$ cat src/rtl/regfile_pkg.sv
// ============================================================================
// regfile_pkg : shared constants, types and read-port mux for regfile
// Revision    : 1.0
// ============================================================================
`default_nettype none

package regfile_pkg;

  localparam int DW   = 32;
  localparam int AW   = 5;
  localparam int NREG = 2 ** AW;

  typedef logic [AW-1:0] addr_t;
  typedef logic [DW-1:0] data_t;

  typedef enum logic {
    INIT = 1'b0,
    RUN  = 1'b1
  } state_e;

  // Register 0 reads as zero even when it is the target of a bypassed write.
  function automatic data_t rd_port(
    input addr_t ra,
    input data_t mem_val,
    input addr_t rw,
    input logic  regwr,
    input data_t busw,
    input logic  bypass
  );
    data_t res;
    res = mem_val;
    if (ra == '0) begin
      res = '0;
    end else if (bypass && regwr && (rw == ra)) begin
      res = busw;
    end
    return res;
  endfunction

endpackage

`default_nettype wire

$ cat src/rtl/regfile.sv
// ============================================================================
// regfile : 2R/1W register file with post-reset clearing sweep.
//           Define REGFILE_BYPASS_EN for same-cycle write-to-read bypass.
// Revision : 1.0
// ============================================================================
`default_nettype none

module regfile
  import regfile_pkg::*;
(
  input  logic          clk,
  input  logic          rst,
  input  logic [AW-1:0] ra,
  input  logic [AW-1:0] rb,
  input  logic [AW-1:0] rw,
  input  logic [DW-1:0] busw,
  input  logic          regwr,
  output logic [DW-1:0] busa,
  output logic [DW-1:0] busb,
  output logic          ready
);

`ifdef REGFILE_BYPASS_EN
  localparam logic C_BYPASS = 1'b1;
`else
  localparam logic C_BYPASS = 1'b0;
`endif

  localparam addr_t C_LAST = addr_t'(NREG - 1);

  state_e state_q, state_d;
  addr_t  ptr_q, ptr_d;
  logic   ready_q, ready_d;

  data_t  mem [NREG];

  logic   we;
  addr_t  waddr;
  data_t  wdata;

  always_comb begin
    state_d = state_q;
    ptr_d   = ptr_q;
    ready_d = ready_q;
    we      = 1'b0;
    waddr   = rw;
    wdata   = busw;
    case (state_q)
      INIT: begin
        we    = 1'b1;
        waddr = ptr_q;
        wdata = '0;
        ptr_d = ptr_q + addr_t'(1);
        if (ptr_q == C_LAST) begin
          state_d = RUN;
          ready_d = 1'b1;
        end
      end
      RUN: begin
        we = regwr && (rw != '0);
      end
      default: begin
        state_d = INIT;
        ptr_d   = '0;
        ready_d = 1'b0;
      end
    endcase
  end

  always_ff @(posedge clk or posedge rst) begin
    if (rst) begin
      state_q <= INIT;
      ptr_q   <= '0;
      ready_q <= 1'b0;
    end else begin
      state_q <= state_d;
      ptr_q   <= ptr_d;
      ready_q <= ready_d;
    end
  end

  // Storage is deliberately not reset; the INIT sweep zeroes it.
  always_ff @(posedge clk) begin
    if (we) begin
      mem[waddr] <= wdata;
    end
  end

  assign busa  = (state_q == RUN) ? rd_port(ra, mem[ra], rw, regwr, busw, C_BYPASS) : '0;
  assign busb  = (state_q == RUN) ? rd_port(rb, mem[rb], rw, regwr, busw, C_BYPASS) : '0;
  assign ready = ready_q;

endmodule

`default_nettype wire

$ cat config.mk
export PLATFORM = sky130hd
export DESIGN_NAME = regfile
export DESIGN_NICKNAME = d
export VERILOG_FILES = /design/src/rtl/regfile_pkg.sv /design/src/rtl/regfile.sv
export SDC_FILE = /design/constraint.sdc
export NUM_CORES = 1
export LEC_CHECK = 0
export CAP_MARGIN = 20
export CORE_MARGIN = 1
export CORE_UTILIZATION = 45
export CTS_BUF_LIST = sky130_fd_sc_hd__clkbuf_8
export DETAILED_ROUTE_END_ITERATION = 10
export SKIP_CTS_REPAIR_TIMING = 1
export SLEW_MARGIN = 5
export SYNTH_ARGS = -nofsm -noshare
export SYNTH_HDL_FRONTEND = slang
export SYNTH_SLANG_ARGS = --single-unit
$ cat constraint.sdc
create_clock -name clk -period 2.8 [get_ports clk]
set_clock_uncertainty 0.05 [all_clocks]
set_input_delay 0.56 -clock clk [delete_from_list [all_inputs] [get_ports clk]]
set_output_delay 0.56 -clock clk [all_outputs]
set_load 0.05 [all_outputs]
==> impl_metrics.env, run 1 <==
export IMPL_outcome="finished, violations left"
export IMPL_violations="negative setup slack"
export IMPL_hold_ws_ns=0.4226
export IMPL_hpwl_um=99690
export IMPL_nFillCells=8255
export IMPL_clk_pin_slew_ns=0.06
export IMPL_drive_gt1_share_pct=33.40
export IMPL_netlist_instances=2657
export IMPL_routed_wl_um=155500
export IMPL_clkLatencyLatePin_ns=0.82
export IMPL_worstMarginPinSlew_ns=1.111
export IMPL_drv_cap=0
export IMPL_clkSinkCount=1031
export IMPL_worstPathMaxFanout=40
export IMPL_cts_tree="done"
export IMPL_fin_total_pwr_mw=33.19
export IMPL_chipWidth_um=327.5
export IMPL_fp_row_count=119
export IMPL_yosys_warnings=0
export IMPL_wl_per_cell_um=33.41
export IMPL_cp_arrival_ns=2.87
export IMPL_fin_crit_ns=3.482
export IMPL_clockBufferDepth=3
export IMPL_io_pins=115
export IMPL_synth_edff_count=1024
export IMPL_coreArea_mm2=0.1051
export IMPL_syn_cell_area_mm2=0.04767
export IMPL_ys_types=47
export IMPL_synth_top_area_share_pct=64.50
export IMPL_ys_seq_elements=1031
export IMPL_grt_max_degree=40
export IMPL_vias_per_cell=6.537
export IMPL_p_leak_nw=20.02
export IMPL_synth_area_leaders="edfxtp_1 (65%), mux4_2 (15%), mux2i_1 (8.3%), o22ai_1 (2.6%), a22oi_1 (2.5%)"
export IMPL_finalInstanceArea_mm2=0.05807
export IMPL_layout_worst_path_cycle_share_pct=124.4
export IMPL_vias=30430
export IMPL_ir_drop_mv=0.3957
export IMPL_ant_nets=0
export IMPL_crit_required_ns=2.19
export IMPL_fmax_mhz=287.2
export IMPL_fin_setup_tns_ns=-37.55
export IMPL_register_area_mm2=0.03093
export IMPL_area_growth_synth_to_final_pct=21.81
export IMPL_preCtsSetupSlack_ns=-0.7182
export IMPL_path_class="reg -> out"
export IMPL_critPathCaptureType="output pin"
export IMPL_setup_viol=64
export IMPL_p_per_area_mw_per_mm2=571.5
export IMPL_initial_utilization_pct=45.35
export IMPL_async_reset_ff_share_pct=0.6790
export IMPL_dieArea_mm2=0.1072
export IMPL_final_nets=3177
export IMPL_io_buffers=114
export IMPL_start_kind="register"
export IMPL_hold_violations=0
export IMPL_drc=0
export IMPL_cts_buffers=173
export IMPL_yosys_most_used_dff="edfxtp_1"
export IMPL_overflow=0
export IMPL_slew_headroom_pct=25.93
export IMPL_drt_initial_drc_count=3893
export IMPL_slew_violations=0
export IMPL_grt_pass1_vias=31710
export IMPL_die_h_um=327.5
export IMPL_antenna_found_initial=4
export IMPL_rsz0062_at_grt="true"
export IMPL_hold_path_class="reg -> reg"
export IMPL_track_usage_pct=28.86
export IMPL_gp_congestion=0.8711
export IMPL_layout_setup_ws_ns=-0.6818
export IMPL_cts_root_buf="clkbuf_8"
export IMPL_synth_nets=2709
export IMPL_grt_pass1_wl_um=219800
export IMPL_first_pass_iters=6
export IMPL_ys_seq_area_share_pct=64.87
export IMPL_cts_max_level=4
export IMPL_yosysTopAreaCell="edfxtp_1"
export IMPL_multi_input_area_mm2=0.01601
export IMPL_avgSynthCellArea_um2=17.94
export IMPL_placed_area_mm2=0.05452
critical path, stage by stage, from the launching register on:
cell and delay [ns]:
dfrtp_4 0.58, buf_12 0.23, nand2_4 0.13, nor2_4 0.06, buf_12 0.17, a22oi_1 0.21
nand4_1 0.32, buf_6 0.28
registers in the layout, indices dropped and copies added, names as in the netlist:
register  cells
ptr_q         5
ready         1
state_q       1
mem        1024
layer usage:
metal / part of all wire (%) / track usage [%] / vias to the layer above
li1: - / - / 12300
met1: 39 / 39.34 / 15970
met2: 48 / 46.29 / 1810
met3: 9.2 / 4.863 / 355
met4: 3.9 / 11.63 / 0
met5: 0 / 0 / -
cell usage in the layout (no fill, tap or decap), types with 43 or more instances in the layout:
| cell type | n |
|---|---|
| buf_4 | 259 |
| o22ai_1 | 196 |
| clkbuf_8 | 180 |
| edfxtp_1 | 1024 |
| nand4_1 | 61 |
| inv_1 | 71 |
| a22oi_1 | 130 |
| mux4_2 | 313 |
| mux2i_1 | 393 |
| buf_12 | 174 |
| clkdlybuf4s50_1 | 43 |
worst paths after layout:
check	end	from	slack [ns]	cells past startpoint
setup / recovery	busa[9]	state_q	-0.68	7
hold / removal	ready	ready	0.42	1
setup reg to reg	mem[17][30]	state_q	0.23	6
hold reg to reg	ready	ready	0.42	1
max in group asynchronous	state_q	rst	1.95	3
min in group asynchronous	ready	rst	0.49	3
area by class of cell:
cell class	instances	share of cell area, %
flip-flops and latches	1031	53.26
clock inverters	130	1.077
clock buffers	180	4.266
multi-input cells	1406	27.57
well taps	1391	2.997
diodes	4	0.01724
repair buffers	507	10.77
inverters	6	0.03878
stage by stage:
stage / cells / utilization (%)
after floorplan: 2657 / -
after global placement: 4330 / 51.87
after detailed placement: 4330 / 51.87
after CTS: 4640 / 54.82
after global routing: 4654 / 55.24
final: 4655 / 55.24
where the power goes:
group,internal (mW),switching (mW)
logic,1.62,2.26
clock network,6.14,6.14
registers,17.0,0.00793
total,24.8,8.41
Yosys cell counts, types with 2 or more instances:
master / n
edfxtp_1: 1024
mux2i_1: 393
mux4_2: 313
o22ai_1: 196
a22oi_1: 157
clkbuf_1: 75
buf_2: 61
nand4_1: 61
buf_4: 45
nor2_1: 44
o21ai_1: 35
and2_1: 33
and3_1: 33
a21oi_1: 32
o21ai_0: 26
buf_6: 23
nand2_1: 15
nand3b_1: 8
dfrtp_1: 7
inv_1: 6
nand3_1: 6
buf_1: 4
clkbuf_4: 4
nor4_1: 4
o211ai_1: 4
or2_2: 4
or3b_1: 4
or3b_2: 4
mux2_2: 3
mux4_1: 3
nand2b_1: 3
nor3_1: 3
or3_1: 3
xnor2_1: 3
a31oi_1: 2
buf_12: 2
ha_1: 2
nor3b_1: 2
nor4b_2: 2
cell families (layout without fill, tap and decap cells):
kind of cell             count (synthesis)  count (layout)  share of synthesized area, %
adder cells (fa/ha/maj)                  2               2                       0.05249
buffers and inverters                  220             823                         2.709
other                                    0               4                             0
multiplexers                           712             712                         23.28
AND/OR/NAND/NOR                        232             232                         2.837
AO/OA/AOI/OAI                          457             457                         6.199
XOR/XNOR                                 3               3                       0.05513
flip-flops                            1031            1031                         64.87
(Power assumes the default switching activity.)
==> run 2: changes to the inputs <==
--- a/config.mk
+++ b/config.mk
@@ -7,9 +7,10 @@
 export LEC_CHECK = 0
 export CAP_MARGIN = 20
 export CORE_MARGIN = 1
-export CORE_UTILIZATION = 45
+export CORE_UTILIZATION = 58
 export CTS_BUF_LIST = sky130_fd_sc_hd__clkbuf_8
 export DETAILED_ROUTE_END_ITERATION = 10
+export PLACE_DENSITY = 0.78
 export SKIP_CTS_REPAIR_TIMING = 1
 export SLEW_MARGIN = 5
 export SYNTH_ARGS = -nofsm -noshare
==> impl_metrics.env, run 2 (same netlist as run 1, synthesis figures left out) <==
export IMPL_outcome="finished, violations left"
export IMPL_violations="negative setup slack"
export IMPL_final_nets=3176
export IMPL_area_growth_synth_to_final_pct=21.99
export IMPL_vias=31470
export IMPL_grt_pass1_wl_um=210400
export IMPL_path_cells="buf_12 > nor4b_4 > buf_6 > buf_12 > and3_4 > a21oi_2 > nand4_1 > buf_12"
export IMPL_ir_drop_mv=0.4438
export IMPL_grt_pass1_vias=31930
export IMPL_largest_reg_flops=1024
export IMPL_track_usage_pct=35.68
export IMPL_cts_root_buf="clkbuf_8"
export IMPL_clkLatencyLatePin_ns=0.83
export IMPL_drt_initial_drc_count=5022
export IMPL_first_pass_iters=6
export IMPL_layout_commonest_cell="edfxtp_1"
export IMPL_layout_setup_ws_ns=-0.6061
export IMPL_cts_buffers=160
export IMPL_ant_nets=0
export IMPL_cpMostUsedCell="buf_12"
export IMPL_fin_total_pwr_mw=32.79
export IMPL_coreArea_mm2=0.08094
export IMPL_worstMarginPinSlew_ns=1.181
export IMPL_drive_gt1_share_pct=34.42
export IMPL_vias_per_cell=7.299
export IMPL_initial_utilization_pct=58.90
export IMPL_drv_cap=0
export IMPL_layout_worst_path_cycle_share_pct=121.6
export IMPL_p_per_area_mw_per_mm2=563.8
export IMPL_slew_headroom_pct=21.23
export IMPL_fin_crit_ns=3.406
export IMPL_cp_arrival_ns=2.80
export IMPL_io_pins=115
export IMPL_max_stage_delay_ns=0.40
export IMPL_largestRegisters="mem x1024, ptr_q x5"
export IMPL_hpwl_um=95770
export IMPL_routed_wl_um=149200
export IMPL_setup_viol=64
export IMPL_hold_violations=0
export IMPL_rsz0062_at_grt="true"
export IMPL_dieArea_mm2=0.08334
export IMPL_layout_common_cells="edfxtp_1 (1024), mux2i_1 (393), mux4_2 (313), buf_4 (221), o22ai_1 (196)"
export IMPL_gp_congestion=0.9167
export IMPL_fmax_mhz=293.6
export IMPL_placed_area_mm2=0.05421
export IMPL_hold_ws_ns=0.4190
export IMPL_path_buf_inv=4
export IMPL_die_h_um=288.7
export IMPL_preCtsSetupSlack_ns=-0.6622
export IMPL_cts_tree="done"
export IMPL_overflow=0
export IMPL_utilization_pct=71.85
export IMPL_clkSinkCount=1031
export IMPL_p_leak_nw=20.06
export IMPL_finalInstanceArea_mm2=0.05815
export IMPL_antenna_found_initial=3
export IMPL_dp_cells=3994
export IMPL_cts_max_level=4
export IMPL_chipWidth_um=288.7
export IMPL_path_class="reg -> out"
export IMPL_crit_required_ns=2.19
export IMPL_largest_register="mem"
export IMPL_fp_row_count=104
export IMPL_drc=0
export IMPL_critPathCaptureType="output pin"
export IMPL_wl_per_cell_um=34.61
export IMPL_cp_slowest_cell="dfrtp_2"
export IMPL_cp_top_family="simple AND/OR/NAND/NOR gates"
export IMPL_clk_pin_slew_ns=0.06
export IMPL_final_cells=4312
export IMPL_slew_violations=0
export IMPL_fin_setup_tns_ns=-32.48
export IMPL_clockBufferDepth=3
export IMPL_hold_path_class="reg -> reg"
export IMPL_grt_max_degree=39
export IMPL_worstPathMaxFanout=8
export IMPL_start_kind="register"
export IMPL_io_buffers=114
[run 2: layout make-up]
type	instances	area [µm²]
flip-flops and latches	1031	30930
inverters	6	26.28
repair buffers	519	6773
clock buffers	163	2243
fillers	4664	22780
diodes	1	2.502
clock inverters	126	669.4
multi-input cells	1406	16190
well taps	1060	1326
[run 2: final timing paths]
path,depth (start not counted),startpoint,to,slack [ns]
max in group asynchronous,3,rst,state_q,1.98
worst max register to register,6,state_q,mem[3][10],0.16
worst max-delay path,8,state_q,busb[13],-0.61
worst min register to register,1,ready,ready,0.42
min in group asynchronous,3,rst,ready,0.47
worst min-delay path,1,ready,ready,0.42
[run 2: where the power goes]
group	total [mW]	internal, mW	switching, mW
combinational	4.01	1.70	2.31
sequential	17.0	17.0	0.00828
clock	11.8	5.75	6.01
[run 2: worst reg2reg max path, stage by stage, from the launching register on]
cell     delay [ns]
dfrtp_2        0.40
buf_12         0.16
buf_4          0.43
mux2i_1        0.41
nand2_1        0.35
nor2_4         0.24
buf_12         0.26
[run 2: metal layers]
| metal | vias to the layer above | routed length, µm | GRT usage [%] |
|---|---|---|---|
| met5 | - | 10 | 0 |
| met4 | 2 | 6871 | 16.91 |
| met3 | 488 | 22370 | 11.33 |
| met2 | 2819 | 70330 | 54.55 |
| met1 | 15880 | 49660 | 46.89 |
| li1 | 12290 | - | - |
